File: config.mk
export PLATFORM = sky130hd
export DESIGN_NAME = multicycle_controller_flat
export DESIGN_NICKNAME = d
export VERILOG_FILES = /design/src/rtl/multicycle_controller_if.sv /design/src/rtl/multicycle_controller.sv /design/src/flat_wrapper.sv
export SDC_FILE = /design/constraint.sdc
export NUM_CORES = 1
export LEC_CHECK = 0
export ABC_AREA = 1
export BUFFER_PORTS_ARGS = -buffer_cell sky130_fd_sc_hd__buf_2
export CAP_MARGIN = 30
export CORE_MARGIN = 5
export CORE_UTILIZATION = 39
export CTS_BUF_LIST = sky130_fd_sc_hd__clkbuf_16
export DETAILED_ROUTE_END_ITERATION = 7
export GPL_TIMING_DRIVEN = 1
export PLACE_DENSITY = 0.8
export SLEW_MARGIN = 20
export SYNTH_ARGS = -nofsm -noshare
export SYNTH_HDL_FRONTEND = slang
export SYNTH_SLANG_ARGS = --single-unit
File: constraint.sdc
create_clock -name clk -period 1.2 [get_ports clk]
set_input_delay 0.18 -clock clk [delete_from_list [all_inputs] [get_ports clk]]
set_output_delay 0.18 -clock clk [all_outputs]
set_load 0.005 [all_outputs]
File: src/rtl/multicycle_controller_if.sv
// Control bundle between the multi-cycle MIPS controller and its datapath.
// The master modport is the controller side; the slave modport is the datapath side.
interface multicycle_controller_if;
  // Datapath status, consumed by the controller
  logic [5:0] op;
  logic [5:0] funct;
  logic       zero;
  logic       memready;

  // Datapath controls, produced by the controller
  logic       pcen;
  logic       irwrite;
  logic       regwrite;
  logic       memwrite;
  logic       alusrca;
  logic       iord;
  logic       memtoreg;
  logic       regdst;
  logic [1:0] alusrcb;
  logic [1:0] pcsrc;
  logic [2:0] alucontrol;
  logic [3:0] state;
  logic       err;

  modport master (
    input  op, funct, zero, memready,
    output pcen, irwrite, regwrite, memwrite, alusrca, iord, memtoreg,
           regdst, alusrcb, pcsrc, alucontrol, state, err
  );

  modport slave (
    output op, funct, zero, memready,
    input  pcen, irwrite, regwrite, memwrite, alusrca, iord, memtoreg,
           regdst, alusrcb, pcsrc, alucontrol, state, err
  );
endinterface

File: src/rtl/multicycle_controller.sv
// Multi-cycle MIPS control unit: instruction-sequencing FSM, ALU decoder,
// memory-ready stalls on fetch/load/store and a sticky error state for
// undefined opcodes or R-type funct codes.
module multicycle_controller #(
  parameter bit MEM_HANDSHAKE = 1'b1
) (
  input  logic                    clk,
  input  logic                    reset,
  multicycle_controller_if.master bus
);

  typedef enum logic [3:0] {
    S_FETCH   = 4'd0,
    S_DECODE  = 4'd1,
    S_MEMADR  = 4'd2,
    S_MEMRD   = 4'd3,
    S_MEMWB   = 4'd4,
    S_MEMWR   = 4'd5,
    S_RTYPEEX = 4'd6,
    S_RTYPEWB = 4'd7,
    S_BEQEX   = 4'd8,
    S_ADDIEX  = 4'd9,
    S_ADDIWB  = 4'd10,
    S_JEX     = 4'd11,
    S_BNEEX   = 4'd12,
    S_ERR     = 4'd13
  } state_t;

  localparam logic [5:0] OP_RTYPE = 6'b000000;
  localparam logic [5:0] OP_LW    = 6'b100011;
  localparam logic [5:0] OP_SW    = 6'b101011;
  localparam logic [5:0] OP_BEQ   = 6'b000100;
  localparam logic [5:0] OP_BNE   = 6'b000101;
  localparam logic [5:0] OP_ADDI  = 6'b001000;
  localparam logic [5:0] OP_J     = 6'b000010;

  localparam logic [2:0] ALU_ADD = 3'b010;
  localparam logic [2:0] ALU_SUB = 3'b110;
  localparam logic [2:0] ALU_AND = 3'b000;
  localparam logic [2:0] ALU_OR  = 3'b001;
  localparam logic [2:0] ALU_SLT = 3'b111;

  state_t state_q;
  state_t state_d;

  // With the handshake disabled every memory access completes in one cycle.
  logic rdy;
  assign rdy = MEM_HANDSHAKE ? bus.memready : 1'b1;

  logic       pcen;
  logic       irwrite;
  logic       regwrite;
  logic       memwrite;
  logic       alusrca;
  logic       iord;
  logic       memtoreg;
  logic       regdst;
  logic [1:0] alusrcb;
  logic [1:0] pcsrc;
  logic [2:0] alucontrol;
  logic       err;

  logic [2:0] rtype_alu;
  logic       funct_legal;

  // ALU decoder for R-type funct codes; also flags funct codes we do not implement.
  always_comb begin
    rtype_alu   = ALU_ADD;
    funct_legal = 1'b1;
    case (bus.funct)
      6'b100000: rtype_alu = ALU_ADD;
      6'b100010: rtype_alu = ALU_SUB;
      6'b100100: rtype_alu = ALU_AND;
      6'b100101: rtype_alu = ALU_OR;
      6'b101010: rtype_alu = ALU_SLT;
      default:   funct_legal = 1'b0;
    endcase
  end

  // State register; reset always returns to instruction fetch.
  always_ff @(posedge clk) begin
    if (reset) begin
      state_q <= S_FETCH;
    end else begin
      state_q <= state_d;
    end
  end

  // Next-state and datapath controls, decoded from the current state and inputs.
  always_comb begin
    state_d    = state_q;
    pcen       = 1'b0;
    irwrite    = 1'b0;
    regwrite   = 1'b0;
    memwrite   = 1'b0;
    alusrca    = 1'b0;
    iord       = 1'b0;
    memtoreg   = 1'b0;
    regdst     = 1'b0;
    alusrcb    = 2'b00;
    pcsrc      = 2'b00;
    alucontrol = ALU_ADD;
    err        = 1'b0;

    case (state_q)
      S_FETCH: begin
        // PC+4 computed in parallel with the instruction read.
        alusrcb = 2'b01;
        irwrite = rdy;
        pcen    = rdy;
        if (rdy) begin
          state_d = S_DECODE;
        end
      end

      S_DECODE: begin
        // Branch target speculatively placed in aluout.
        alusrcb = 2'b11;
        case (bus.op)
          OP_LW, OP_SW: state_d = S_MEMADR;
          OP_RTYPE:     state_d = funct_legal ? S_RTYPEEX : S_ERR;
          OP_BEQ:       state_d = S_BEQEX;
          OP_BNE:       state_d = S_BNEEX;
          OP_ADDI:      state_d = S_ADDIEX;
          OP_J:         state_d = S_JEX;
          default:      state_d = S_ERR;
        endcase
      end

      S_MEMADR: begin
        alusrca = 1'b1;
        alusrcb = 2'b10;
        state_d = (bus.op == OP_LW) ? S_MEMRD : S_MEMWR;
      end

      S_MEMRD: begin
        iord = 1'b1;
        if (rdy) begin
          state_d = S_MEMWB;
        end
      end

      S_MEMWB: begin
        memtoreg = 1'b1;
        regwrite = 1'b1;
        state_d  = S_FETCH;
      end

      S_MEMWR: begin
        // Strobe is held for the whole stall so slow memory sees a stable write.
        iord     = 1'b1;
        memwrite = 1'b1;
        if (rdy) begin
          state_d = S_FETCH;
        end
      end

      S_RTYPEEX: begin
        alusrca    = 1'b1;
        alucontrol = rtype_alu;
        state_d    = S_RTYPEWB;
      end

      S_RTYPEWB: begin
        regdst   = 1'b1;
        regwrite = 1'b1;
        state_d  = S_FETCH;
      end

      S_BEQEX: begin
        alusrca    = 1'b1;
        alucontrol = ALU_SUB;
        pcsrc      = 2'b01;
        pcen       = bus.zero;
        state_d    = S_FETCH;
      end

      S_BNEEX: begin
        alusrca    = 1'b1;
        alucontrol = ALU_SUB;
        pcsrc      = 2'b01;
        pcen       = ~bus.zero;
        state_d    = S_FETCH;
      end

      S_ADDIEX: begin
        alusrca = 1'b1;
        alusrcb = 2'b10;
        state_d = S_ADDIWB;
      end

      S_ADDIWB: begin
        regwrite = 1'b1;
        state_d  = S_FETCH;
      end

      S_JEX: begin
        pcsrc   = 2'b10;
        pcen    = 1'b1;
        state_d = S_FETCH;
      end

      S_ERR: begin
        // Sticky until reset; every enable stays low.
        err = 1'b1;
      end

      default: begin
        // Unused encodings recover to fetch.
        state_d = S_FETCH;
      end
    endcase

    // No architectural state may change while reset is held.
    if (reset) begin
      pcen     = 1'b0;
      irwrite  = 1'b0;
      regwrite = 1'b0;
      memwrite = 1'b0;
    end
  end

  assign bus.pcen       = pcen;
  assign bus.irwrite    = irwrite;
  assign bus.regwrite   = regwrite;
  assign bus.memwrite   = memwrite;
  assign bus.alusrca    = alusrca;
  assign bus.iord       = iord;
  assign bus.memtoreg   = memtoreg;
  assign bus.regdst     = regdst;
  assign bus.alusrcb    = alusrcb;
  assign bus.pcsrc      = pcsrc;
  assign bus.alucontrol = alucontrol;
  assign bus.state      = state_q;
  assign bus.err        = err;

endmodule

File: src/flat_wrapper.sv
// flat-port wrapper written by rule: the top's interface ports become plain ports
module multicycle_controller_flat 
#(
  parameter bit MEM_HANDSHAKE = 1'b1
)
  (clk, reset, bus_op, bus_funct, bus_zero, bus_memready, bus_pcen, bus_irwrite, bus_regwrite, bus_memwrite, bus_alusrca, bus_iord, bus_memtoreg, bus_regdst, bus_alusrcb, bus_pcsrc, bus_alucontrol, bus_state, bus_err);
  multicycle_controller_if bus_i ();
  input  logic clk;
  input  logic reset;
  input wire logic [$bits(bus_i.op)-1:0] bus_op;
  input wire logic [$bits(bus_i.funct)-1:0] bus_funct;
  input wire logic [$bits(bus_i.zero)-1:0] bus_zero;
  input wire logic [$bits(bus_i.memready)-1:0] bus_memready;
  output wire logic [$bits(bus_i.pcen)-1:0] bus_pcen;
  output wire logic [$bits(bus_i.irwrite)-1:0] bus_irwrite;
  output wire logic [$bits(bus_i.regwrite)-1:0] bus_regwrite;
  output wire logic [$bits(bus_i.memwrite)-1:0] bus_memwrite;
  output wire logic [$bits(bus_i.alusrca)-1:0] bus_alusrca;
  output wire logic [$bits(bus_i.iord)-1:0] bus_iord;
  output wire logic [$bits(bus_i.memtoreg)-1:0] bus_memtoreg;
  output wire logic [$bits(bus_i.regdst)-1:0] bus_regdst;
  output wire logic [$bits(bus_i.alusrcb)-1:0] bus_alusrcb;
  output wire logic [$bits(bus_i.pcsrc)-1:0] bus_pcsrc;
  output wire logic [$bits(bus_i.alucontrol)-1:0] bus_alucontrol;
  output wire logic [$bits(bus_i.state)-1:0] bus_state;
  output wire logic [$bits(bus_i.err)-1:0] bus_err;
  assign bus_i.op = bus_op;
  assign bus_i.funct = bus_funct;
  assign bus_i.zero = bus_zero;
  assign bus_i.memready = bus_memready;
  assign bus_pcen = bus_i.pcen;
  assign bus_irwrite = bus_i.irwrite;
  assign bus_regwrite = bus_i.regwrite;
  assign bus_memwrite = bus_i.memwrite;
  assign bus_alusrca = bus_i.alusrca;
  assign bus_iord = bus_i.iord;
  assign bus_memtoreg = bus_i.memtoreg;
  assign bus_regdst = bus_i.regdst;
  assign bus_alusrcb = bus_i.alusrcb;
  assign bus_pcsrc = bus_i.pcsrc;
  assign bus_alucontrol = bus_i.alucontrol;
  assign bus_state = bus_i.state;
  assign bus_err = bus_i.err;
  multicycle_controller #(.MEM_HANDSHAKE(MEM_HANDSHAKE)) u_core (.clk(clk), .reset(reset), .bus(bus_i));
endmodule
### After elaboration in Yosys (flattened, before gate mapping)

Index checks and enable logic that the tools add are counted.

* flip-flop bits (word level): 4
* input bits: 16
* output and inout port bits: 20
* logic and storage cells: 65

* equal/unequal tests: 27
* muxes and demuxes: 25
* bitwise operators: 2
* reduce and logical (&&, ||, !) cells: 10

Operators with widths (count)
* 6-bit == test (second input constant): 7
* 4-bit case mux with 8 select lines: 1
* 4-bit == test (second input constant): 6
* 4-bit case mux with 6 select lines: 1
* 4-bit by 3-bit == test with 1-bit output (second input constant): 4
* 4-bit two-way mux: 4
* 1-bit two-way mux: 13
* 6-bit by 3-bit == test with 1-bit output (second input constant): 2
* 3-bit case mux with 4 select lines: 1
* 5-bit OR reduction: 2
* 4-bit by 2-bit == test with 1-bit output (second input constant): 2
* 2-bit OR reduction: 4
* 6-bit by 2-bit == test with 1-bit output (second input constant): 1
* 6-bit by 4-bit == test with 1-bit output (second input constant): 1
* 6-bit zero test: 1
* 2-bit != test (second input constant): 3
* 2-bit case mux with 3 select lines: 1
* 3-bit case mux with 2 select lines: 1
* 4-bit by 1-bit == test with 1-bit output (second input constant): 1
* 4-bit zero test: 1
* 1-bit case mux with 4 select lines: 1
* 2-bit case mux with 2 select lines: 1
* 4-bit AND reduction: 1
* 3-bit two-way mux: 1
* other kinds (2): 3

### Logic depth before layout (Yosys ltp)

* depth after elaboration: 6
* mapped depth: 11
* depth with buffers taken out: 11

### Worst setup path before layout

Ideal clock, no wire load.

* path type: reg2out
* start point: register u_core.state_q[0], in the netlist u_core.bus.state[0]
* end point: output port bus_alusrca
* data arrival time: 1.079 ns
* required time: 1.020 ns
* slack: -0.059 ns
* stages on the path, launching flop included: 7
* buffers on the path: 0
* cell sequence: dfxtp_1 -> inv_1 -> nand2_1 -> inv_1 -> nand2_1 -> nand2_1 -> or3_1

* word-level cells in the longest chain between the ends: 3
* elaborated cells between the ends (all ways): 7
* those cells by class: eq/ne (5); mux (1); reduce/logical (1)

Ends and longest elaborated chain
* start: declaration: line multicycle_controller.sv:43 `state_t state_q;`
* start signal: assignment: line multicycle_controller.sv:85 `state_q <= state_d;`
* 4-bit by 2-bit == test with 1-bit output (tied with other cells): line multicycle_controller.sv:105 `case (state_q)`
* 5-bit OR reduction (no line) *
* 1-bit two-way mux *: line multicycle_controller.sv:105
* end: declaration: line flat_wrapper.sv:18 `output wire logic [$bits(bus_i.alusrca)-1:0] bus_alusrca;`

Mark *: on every way between the ends. The rest lies on a longest branch, timed or not.

### Final worst setup path

Ends and elaborated chain as after synthesis.

==> flow_metrics.env <==
export IMPL_cpMostUsedCell="nand2_2"
export IMPL_slew_headroom_pct=83.4
export IMPL_postSynthCellCount=128
export IMPL_finalHoldViolations=0
export IMPL_crit_buf_inv=3
export IMPL_ys_ff_latch=4
export IMPL_grt_pass1_wl_um=3790
export IMPL_fin_util_pct=76.1
export IMPL_max_freq_ghz=0.653
export IMPL_place_congestion=0.833
export IMPL_cts_buffers_inserted=3
export IMPL_yosys_area_share_simple_pct=57.3
export IMPL_maxCapViolCount=0
export IMPL_num_vias=1072
export IMPL_tritoncts="built"
export IMPL_cp_arrival_ns=1.35
export IMPL_leakage_nw=0.712
export IMPL_synth_compound_area_share_pct=12.4
export IMPL_worst_slew_pin_slew_ns=0.249
export IMPL_drc=0
export IMPL_tns_ns=-3.37
export IMPL_antenna_found_initial=0
export IMPL_ioPinCount=36
export IMPL_place_inst=195
export IMPL_final_setup_worst_slack_ns=-0.330
export IMPL_overflow=0
export IMPL_grt_total_usage_pct=18.1
export IMPL_place_area_um2=961
export IMPL_slowest_delay_ns=0.38
export IMPL_drive_above_1_share_pct=53.2
export IMPL_vdd_ir_drop_max_v=0.00173
export IMPL_grt_setup_unrepaired="true"
export IMPL_diodes=0
export IMPL_crit_family="simple AND/OR/NAND/NOR gates"
export IMPL_violations="setup timing"
export IMPL_start_kind="register"
export IMPL_wl_per_cell_um=14.4
export IMPL_cp_cell_sequence="inv_4, nand2_4, inv_2, nand2_2, nand2_2, or3_1, buf_2"
export IMPL_synth_area_mux_share_pct=0
export IMPL_syn_num_nets=144
export IMPL_outcome="finished, violations left"
export IMPL_setup_viol=19
export IMPL_clock_sinks=4
export IMPL_crit_type="register to output port"
export IMPL_design_area_um2=1160
export IMPL_yosys_warnings=0
export IMPL_antenna_left=0
export IMPL_hpwlAfterDp_um=1790
export IMPL_finalClockSkew_ns=0.00174
export IMPL_synth_cell_types=20
export IMPL_power_density_nw_per_um2=1880
export IMPL_final_nets=204
export IMPL_fin_cells=202
export IMPL_clock_tree_buffer_depth=2
export IMPL_synth_xor_area_share_pct=1.37
export IMPL_largest_reg_flops=4
export IMPL_grt_pass1_vias=992
export IMPL_grt_max_degree=8
export IMPL_holdCritPathClass="input pin to register"
export IMPL_die_area_um2=2550
export IMPL_end_kind="output port"
export IMPL_portBuffers=35
export IMPL_finalWirelength_um=2910
export IMPL_start_util_pct=41.9
export IMPL_die_w_um=50.5
export IMPL_crit_required_ns=1.02
export IMPL_synthAdderAreaFrac_pct=0
export IMPL_firstDrtPassIters=4
export IMPL_crit_slowest_cell="dfxtp_4"
export IMPL_die_y_um=50.5
export IMPL_syn2layout_area_growth_pct=81.8
export IMPL_period_needed_ns=1.53
export IMPL_synth_cell_area_um2=638
export IMPL_period_share_pct=128
export IMPL_h_tree_depth=1
export IMPL_yosysSeqAreaShare_pct=12.5
export IMPL_core_um2=1520
export IMPL_path_clk_slew_ns=0.03
export IMPL_clock_root_buffer="clkbuf_16"
export IMPL_finalPower_mw=2.19
export IMPL_initialDrtViolationCount=52
export IMPL_cp_max_fo=4
export IMPL_final_max_slew_viol_count=0
export IMPL_rows=14
export IMPL_via_per_inst=5.31
export IMPL_hold_buffers=0
export IMPL_synth_top_family_by_area="simple AND/OR/NAND/NOR gates"
export IMPL_clk_latency_ns=0.22
export IMPL_syn_avg_cell_area_um2=4.99
timing repair:
| item | 4_1_cts | 5_1_grt |
|---|---|---|
| endpoints found under the setup margin | 19 | 20 |
| pin swaps | 5 | 4 |
| gates resized for setup | 16 | 18 |
| setup buffers | 2 | 3 |
cells by family (layout without fill, tap and decap cells):
group / after synthesis / in the layout
flops: 4 / 4
xor+xnor: 1 / 1
compound gates: 13 / 13
simple gates: 82 / 82
buf+inv: 28 / 86
where the power goes:
group | internal [mW] | total (mW) | switching, mW | leakage, nW
registers | 0.201 | 0.309 | 0.108 | 0.0356
logic | 0.613 | 1.35 | 0.741 | 0.640
clock network | 0.426 | 0.524 | 0.0977 | 0.0370
final cells by class:
| cell class | instances | area, um^2 |
|---|---|---|
| multi-input combinational | 96 | 529 |
| fill | 118 | 364 |
| timing repair buffer | 55 | 325 |
| inverter | 28 | 115 |
| sequential | 4 | 95.1 |
| clock buffer | 3 | 75.1 |
| tap | 16 | 20.0 |
placed cells by master, fill, tap and decap left out, drive strengths merged, types with 2 or more instances in the layout:
cell type,synthesis,routed
nand3,9,9
inv,28,28
o211ai,2,2
dfxtp,4,4
a21oi,4,4
clkbuf,0,3
o21ai,3,3
nor2,29,29
buf,0,55
nand4,2,2
a31oi,2,2
nand2,40,40
synthesized netlist by cell type:
| library cell | count | area (um^2) |
|---|---|---|
| nand2_1 | 36 | 135 |
| nor2_1 | 24 | 90.1 |
| inv_1 | 21 | 78.8 |
| nand3_1 | 9 | 45.0 |
| inv_2 | 7 | 26.3 |
| a21oi_1 | 4 | 20.0 |
| dfxtp_1 | 4 | 80.1 |
| nand2_2 | 4 | 25.0 |
| nor2_2 | 3 | 18.8 |
| a31oi_1 | 2 | 12.5 |
| nand4_1 | 2 | 12.5 |
| nor2_4 | 2 | 22.5 |
| o211ai_1 | 2 | 15.0 |
| o21ai_1 | 2 | 10.0 |
| a211oi_1 | 1 | 7.51 |
| a31o_1 | 1 | 8.76 |
| nor3_2 | 1 | 10.0 |
| o21ai_0 | 1 | 5.00 |
| or3_1 | 1 | 6.26 |
| xor2_1 | 1 | 8.76 |
metal layers:
metal / share of wire, % / global-route usage, % / wire length, um / vias to the layer above
li1: - / - / - / 510
met1: 33 / 18.7 / 968 / 474
met5: 0 / 0 / 0 / -
met3: 10 / 2.66 / 301 / 12
met2: 52 / 34.3 / 1510 / 76
met4: 4.6 / 9.36 / 133 / 0
per-stage QoR:
stage / setup WS [ns] / hold slack [ns]
detailed placement: -0.148 / 0.447
CTS: -0.303 / 0.218
global route: -0.391 / 0.228
finish: -0.330 / 0.218
floorplan: 0.0191 / 0.242
global placement: -0.0946 / 0.431
path summary, 6_finish.rpt:
check	from	endpoint	slack, ns	cells after the start
worst max-delay path	u_core.bus.state[0]	bus_alusrca	-0.33	7
worst min-delay path	reset	u_core.bus.state[0]	0.22	2
worst max register to register	u_core.bus.state[3]	u_core.bus.state[1]	-0.19	8
worst min register to register	u_core.bus.state[0]	u_core.bus.state[0]	0.67	3
No activity file was read; power rests on OpenSTA's default activity.
